File: config.mk
export PLATFORM = sky130hd
export DESIGN_NAME = rr_packet_mux
export DESIGN_NICKNAME = d
export VERILOG_FILES = /design/src/rtl/rr_packet_mux.sv
export SDC_FILE = /design/constraint.sdc
export NUM_CORES = 1
export LEC_CHECK = 0
export ABC_AREA = 0
export CAP_MARGIN = 20
export CORE_MARGIN = 2
export CORE_UTILIZATION = 50
export DETAILED_ROUTE_END_ITERATION = 12
export DONT_BUFFER_PORTS = 1
export PLACE_DENSITY = 0.77
export SLEW_MARGIN = 20
export SYNTH_ARGS = -nofsm -noshare
export SYNTH_HDL_FRONTEND = slang
export SYNTH_SLANG_ARGS = --single-unit
export TNS_END_PERCENT = 10
File: constraint.sdc
create_clock -name clk -period 2.23 [get_ports clk]
set_clock_uncertainty 0.05 [all_clocks]
set_input_delay 0.1115 -clock clk [delete_from_list [all_inputs] [get_ports clk]]
set_output_delay 0.1115 -clock clk [all_outputs]
set_load 0.02 [all_outputs]
File: src/rtl/rr_packet_mux.sv
// N-to-1 packet egress mux: round-robin grant held for a whole packet,
// valid/ready on every port and a registered egress stage.
module rr_packet_mux #(
    parameter int N_PORTS    = 4,
    parameter int DATA_WIDTH = 16,
    parameter int IDX_WIDTH  = $clog2(N_PORTS)
) (
    input  logic                               clk,
    input  logic                               reset,
    input  logic [N_PORTS-1:0][DATA_WIDTH-1:0] ingress_data,
    input  logic [N_PORTS-1:0]                 ingress_valid,
    input  logic [N_PORTS-1:0]                 ingress_last,
    output logic [N_PORTS-1:0]                 ingress_ready,
    output logic [DATA_WIDTH-1:0]              egress_data,
    output logic                               egress_valid,
    output logic                               egress_last,
    input  logic                               egress_ready,
    output logic [IDX_WIDTH-1:0]               selected_ingress,
    output logic                               busy
);

    typedef enum logic {IDLE, LOCKED} state_t;

    state_t               state, state_nxt;
    logic [IDX_WIDTH-1:0] last_grant;
    logic [IDX_WIDTH-1:0] grant;
    logic [IDX_WIDTH-1:0] cand;
    logic                 grant_vld;
    logic                 accept;
    logic                 pkt_done;

    // Scan from furthest to nearest offset so the port right after
    // last_grant ends up as the winner.
    always_comb begin
        grant     = '0;
        grant_vld = 1'b0;
        cand      = '0;
        for (int i = N_PORTS; i >= 1; i--) begin
            cand = IDX_WIDTH'((int'(last_grant) + i) % N_PORTS);
            if (ingress_valid[cand]) begin
                grant     = cand;
                grant_vld = 1'b1;
            end
        end
    end

    assign accept   = (state == LOCKED) && ingress_valid[selected_ingress]
                      && ingress_ready[selected_ingress];
    assign pkt_done = accept && ingress_last[selected_ingress];

    always_ff @(posedge clk or posedge reset) begin
        if (reset) begin
            state            <= IDLE;
            last_grant       <= IDX_WIDTH'(N_PORTS - 1);
            selected_ingress <= '0;
        end else begin
            state <= state_nxt;
            if (state == IDLE && grant_vld)
                selected_ingress <= grant;
            if (pkt_done)
                last_grant <= selected_ingress;
        end
    end

    always_comb begin
        state_nxt = state;
        case (state)
            IDLE:    if (grant_vld) state_nxt = LOCKED;
            LOCKED:  if (pkt_done)  state_nxt = IDLE;
            default: state_nxt = IDLE;
        endcase
    end

    // Only the granted port may see ready, and only when the egress
    // register is empty or draining this cycle.
    always_comb begin
        ingress_ready = '0;
        busy          = (state == LOCKED);
        if (state == LOCKED)
            ingress_ready[selected_ingress] = !egress_valid || egress_ready;
    end

    always_ff @(posedge clk or posedge reset) begin
        if (reset) begin
            egress_data  <= '0;
            egress_last  <= 1'b0;
            egress_valid <= 1'b0;
        end else if (accept) begin
            egress_data  <= ingress_data[selected_ingress];
            egress_last  <= ingress_last[selected_ingress];
            egress_valid <= 1'b1;
        end else if (egress_ready) begin
            egress_valid <= 1'b0;
        end
    end

endmodule

==> Flow_metrics.wiki <==
{| class="wikitable"
! Metric !! Value
|-
| Number of resized instances in the post-cts repair step || 0
|-
| Number of hold buffers added after CTS || 1
|-
| Yosys warnings || 0
|-
| Area of the multi-input gates || 787 µm²
|-
| Antenna diode count || 0
|-
| Post-layout min period || 1.84 ns
|-
| Pwr per Cell Area || 1620 nW/µm²
|-
| Placement row count || 19
|-
| Number of design-rule violations left by the first detailed-router iteration || 27
|-
| Worst slack on hold paths || 0.0623 ns
|-
| Sink Count || 23
|-
| Post-DR vias/cell || about 6.7
|-
| Static leakage power || around 0.64 nW
|-
| Die X-Extent || ~57 µm
|-
| H-tree depth || 1
|-
| Arrival time reported for the critical path endpoint || 1.99 ns
|-
| Pre-CTS WS || 0.393 ns
|-
| Ordered cell list for the critical path || mux4_2 -> nand3_4 -> mux2_2
|-
| Nature of the critical path startpoint || register
|-
| Total congestion overflow || 0
|-
| Average size of a mapped cell || 14.8 µm²
|-
| Synth area leaders || dfrtp_1, mux4_2, mux2_4, mux2_2, dfstp_2
|-
| Total negative slack for setup checks || 0 ns
|-
| TritonCTS clock tree || built
|-
| Crit path largest cell delay || between 0.5 and 0.6 ns
|-
| Netlist Area Pre-Place || 1420 µm²
|-
| Achievable clock frequency || 0.542 GHz
|-
| Top-level I/O count || 100
|-
| Worst setup slack after layout || 0.386 ns
|-
| Antenna violations before repair || 0
|-
| Routability congestion estimate || 0.876
|-
| Number of I/O port buffers || 0
|-
| Number of max-capacitance violations reported || 0
|-
| Count of cell types in the netlist || 25
|-
| Number of vias after detailed routing || 892
|-
| Final routed DRC violation total || 0
|-
| Count of state elements after synthesis || 23
|-
| Number of fillers in the final layout || between 200 and 250
|-
| Number of endpoints failing setup at the final stage || 0
|-
| Clock latency on the worst-skew pair || around 0.30 ns
|-
| Number of nets in the layout || between 150 and 200
|-
| Classification of the worst setup path || register to register
|-
| Peak supply drop || 0.000828 V
|-
| Required arrival time at the worst endpoint || between 2 and 2.5 ns
|-
| Detailed-router iteration count before antenna repair || 4
|-
| Setup bufs post-CTS || 0
|-
| TritonCTS Buffers || 3
|-
| Cell with the largest stage delay on the worst path || mux4_2
|-
| Max-Slew Margin vs Limit || between 40% and 50%
|-
| Number of cells on the worst hold path || 2
|-
| Root Buffer || clkbuf_4
|-
| Tcrit/Tclk final || 82.7%
|-
| Pin count of the biggest net entering global routing || 24
|-
| Run status || finished, final reports clean
|-
| Layout cell share with drive strength beyond 1 || between 40% and 50%
|-
| Cells on worst reg2reg path || 3
|-
| Share of synthesized area occupied by flip-flops and latches || between 40% and 50%
|-
| Largest driver fanout on the critical path || 18
|-
| RSZ-0062 raised after global routing || no
|-
| FF/Latch Area || approximately 580 µm²
|-
| Final ANT Viol Nets || 0
|-
| Total Die Area || ~3300 µm²
|-
| Cell depth of the worst setup path || 3
|-
| Crit path max-delay family || multiplexers
|-
| Number of nets in the synthesized netlist || 171
|-
| Type of destination of the critical path || register
|-
| Die outline height || 57.2 µm
|-
| Total Wirelength || approximately 3000 µm
|-
| Largest area contributor in the synthesized netlist || dfrtp_1
|-
| Area Overhead vs Synth || 6.71%
|-
| Average wire per cell in the routed design || ~22 µm
|-
| Utilization after layout || 55.3%
|-
| Half-perimeter wire length after placement || ~2400 µm
|-
| Wire length of the first global-routing pass || approximately 4500 µm
|-
| Slew @ Worst Pin || 0.881 ns
|-
| All-Layer GR Usage || 18.3%
|-
| Number of buffer and inverter stages on the critical path || 0
|-
| Syn Inst Count || 96
|-
| Core ar. || 2730 µm²
|-
| Final hold violations || 0
|-
| Number of global-route vias before repair || slightly below 1000
|-
| Clock tree buffer depth || 2
|-
| Starting density of the core || 51.8%
|-
| Hold Crit Class || input port to register
|-
| Clock transition at the registers of the reported paths || roughly 0.12 ns
|-
| Share of Yosys cell area claimed by the top area cell type || 37.1%
|-
| Number of max-slew violations in the final report || 0
|}
-- cells by family after synthesis --
logic type             after synthesis  synth area share (%)
multiplexers                        36                  44.8
AO/OA/AOI/OAI                        8                  4.06
flip-flops                          23                  40.8
buffers and inverters               11                  3.62
AND/OR/NAND/NOR                     18                  6.71
-- layout make-up --
class / count / share of cell area (%)
multi-input cells: 62 / 52.1
flip-flops and latches: 23 / 38.2
inverters: 5 / 1.24
clock buffers: 4 / 1.74
well taps: 31 / 2.57
repair buffers: 8 / 4.14
-- stage by stage --
step | area (µm²) | cells | power (mW)
after floorplan | 1420 | 96 | 2.05
after global placement | 1480 | 128 | 2.24
after detailed placement | 1480 | 128 | 2.29
after CTS | 1510 | 133 | 2.49
after global routing | 1510 | 133 | 2.61
final | 1510 | 133 | 2.45
-- power breakdown --
part           switching, mW  internal [mW]
clock                  0.121         0.0697
combinational          0.514          0.697
sequential             0.401          0.649
-- sequential cells by signal, summed over array words and instances (netlist names) --
signal / flops
busy: 1
egress_last: 1
egress_valid: 1
last_grant: 2
egress_data: 16
selected_ingress: 2
-- worst paths after layout --
path                                                 start                              end  slack, ns
min reg2reg                      last_grant[0]$_DFFE_PP1P_        last_grant[0]$_DFFE_PP1P_       0.44
max                        selected_ingress[0]$_DFFE_PP0P_      egress_data[14]$_DFFE_PP0P_       0.39
max in group asynchronous                            reset      egress_data[12]$_DFFE_PP0P_       1.22
min                                       ingress_valid[2]  selected_ingress[0]$_DFFE_PP0P_       0.06
min in group asynchronous                            reset      egress_data[11]$_DFFE_PP0P_       0.38
max reg2reg                selected_ingress[0]$_DFFE_PP0P_      egress_data[14]$_DFFE_PP0P_       0.39
-- routing by layer --
metal / global-route usage, % / share of wire [%] / vias to the layer above
met2: 34.2 / 56 / 54
met3: 4.76 / 8.6 / 2
li1: - / - / 388
met1: 19.5 / 34 / 448
met5: 0 / 0 / -
met4: 6.98 / 0.91 / 0
-- placed cells by master, fill, tap and decap left out --
master | netlist | final
mux2_2 | 8 | 8
nor2_1 | 4 | 4
nand2b_1 | 2 | 2
nand3_1 | 1 | 1
a31oi_1 | 2 | 2
nand4_1 | 1 | 1
buf_4 | 0 | 7
clkbuf_4 | 0 | 3
dfrtp_1 | 21 | 21
o32a_1 | 1 | 1
a221oi_1 | 1 | 1
a21o_1 | 1 | 1
nor3_1 | 2 | 2
clkbuf_1 | 3 | 1
mux2_4 | 7 | 7
inv_1 | 5 | 5
a21oi_1 | 1 | 1
o21ai_1 | 1 | 1
o32ai_1 | 1 | 1
or2_2 | 1 | 1
mux2_1 | 3 | 3
nand3_4 | 1 | 1
mux4_2 | 18 | 18
nand2_1 | 6 | 6
dlygate4sd3_1 | 0 | 1
dfstp_2 | 2 | 2
-- cell usage after synthesis --
cell type  number
buf_6           1
o32a_1          1
nor3_1          2
a31oi_1         2
nand2b_1        2
nand4_1         1
inv_1           5
o21ai_1         1
nand3_4         1
nor2_1          4
mux4_2         18
mux2_2          8
clkbuf_1        3
mux2_1          3
dfstp_2         2
a21o_1          1
o32ai_1         1
or2_2           1
mux2_4          7
a21oi_1         1
nand2_1         6
a221oi_1        1
buf_2           2
dfrtp_1        21
nand3_1         1
Power figures use the tool's default switching activity.
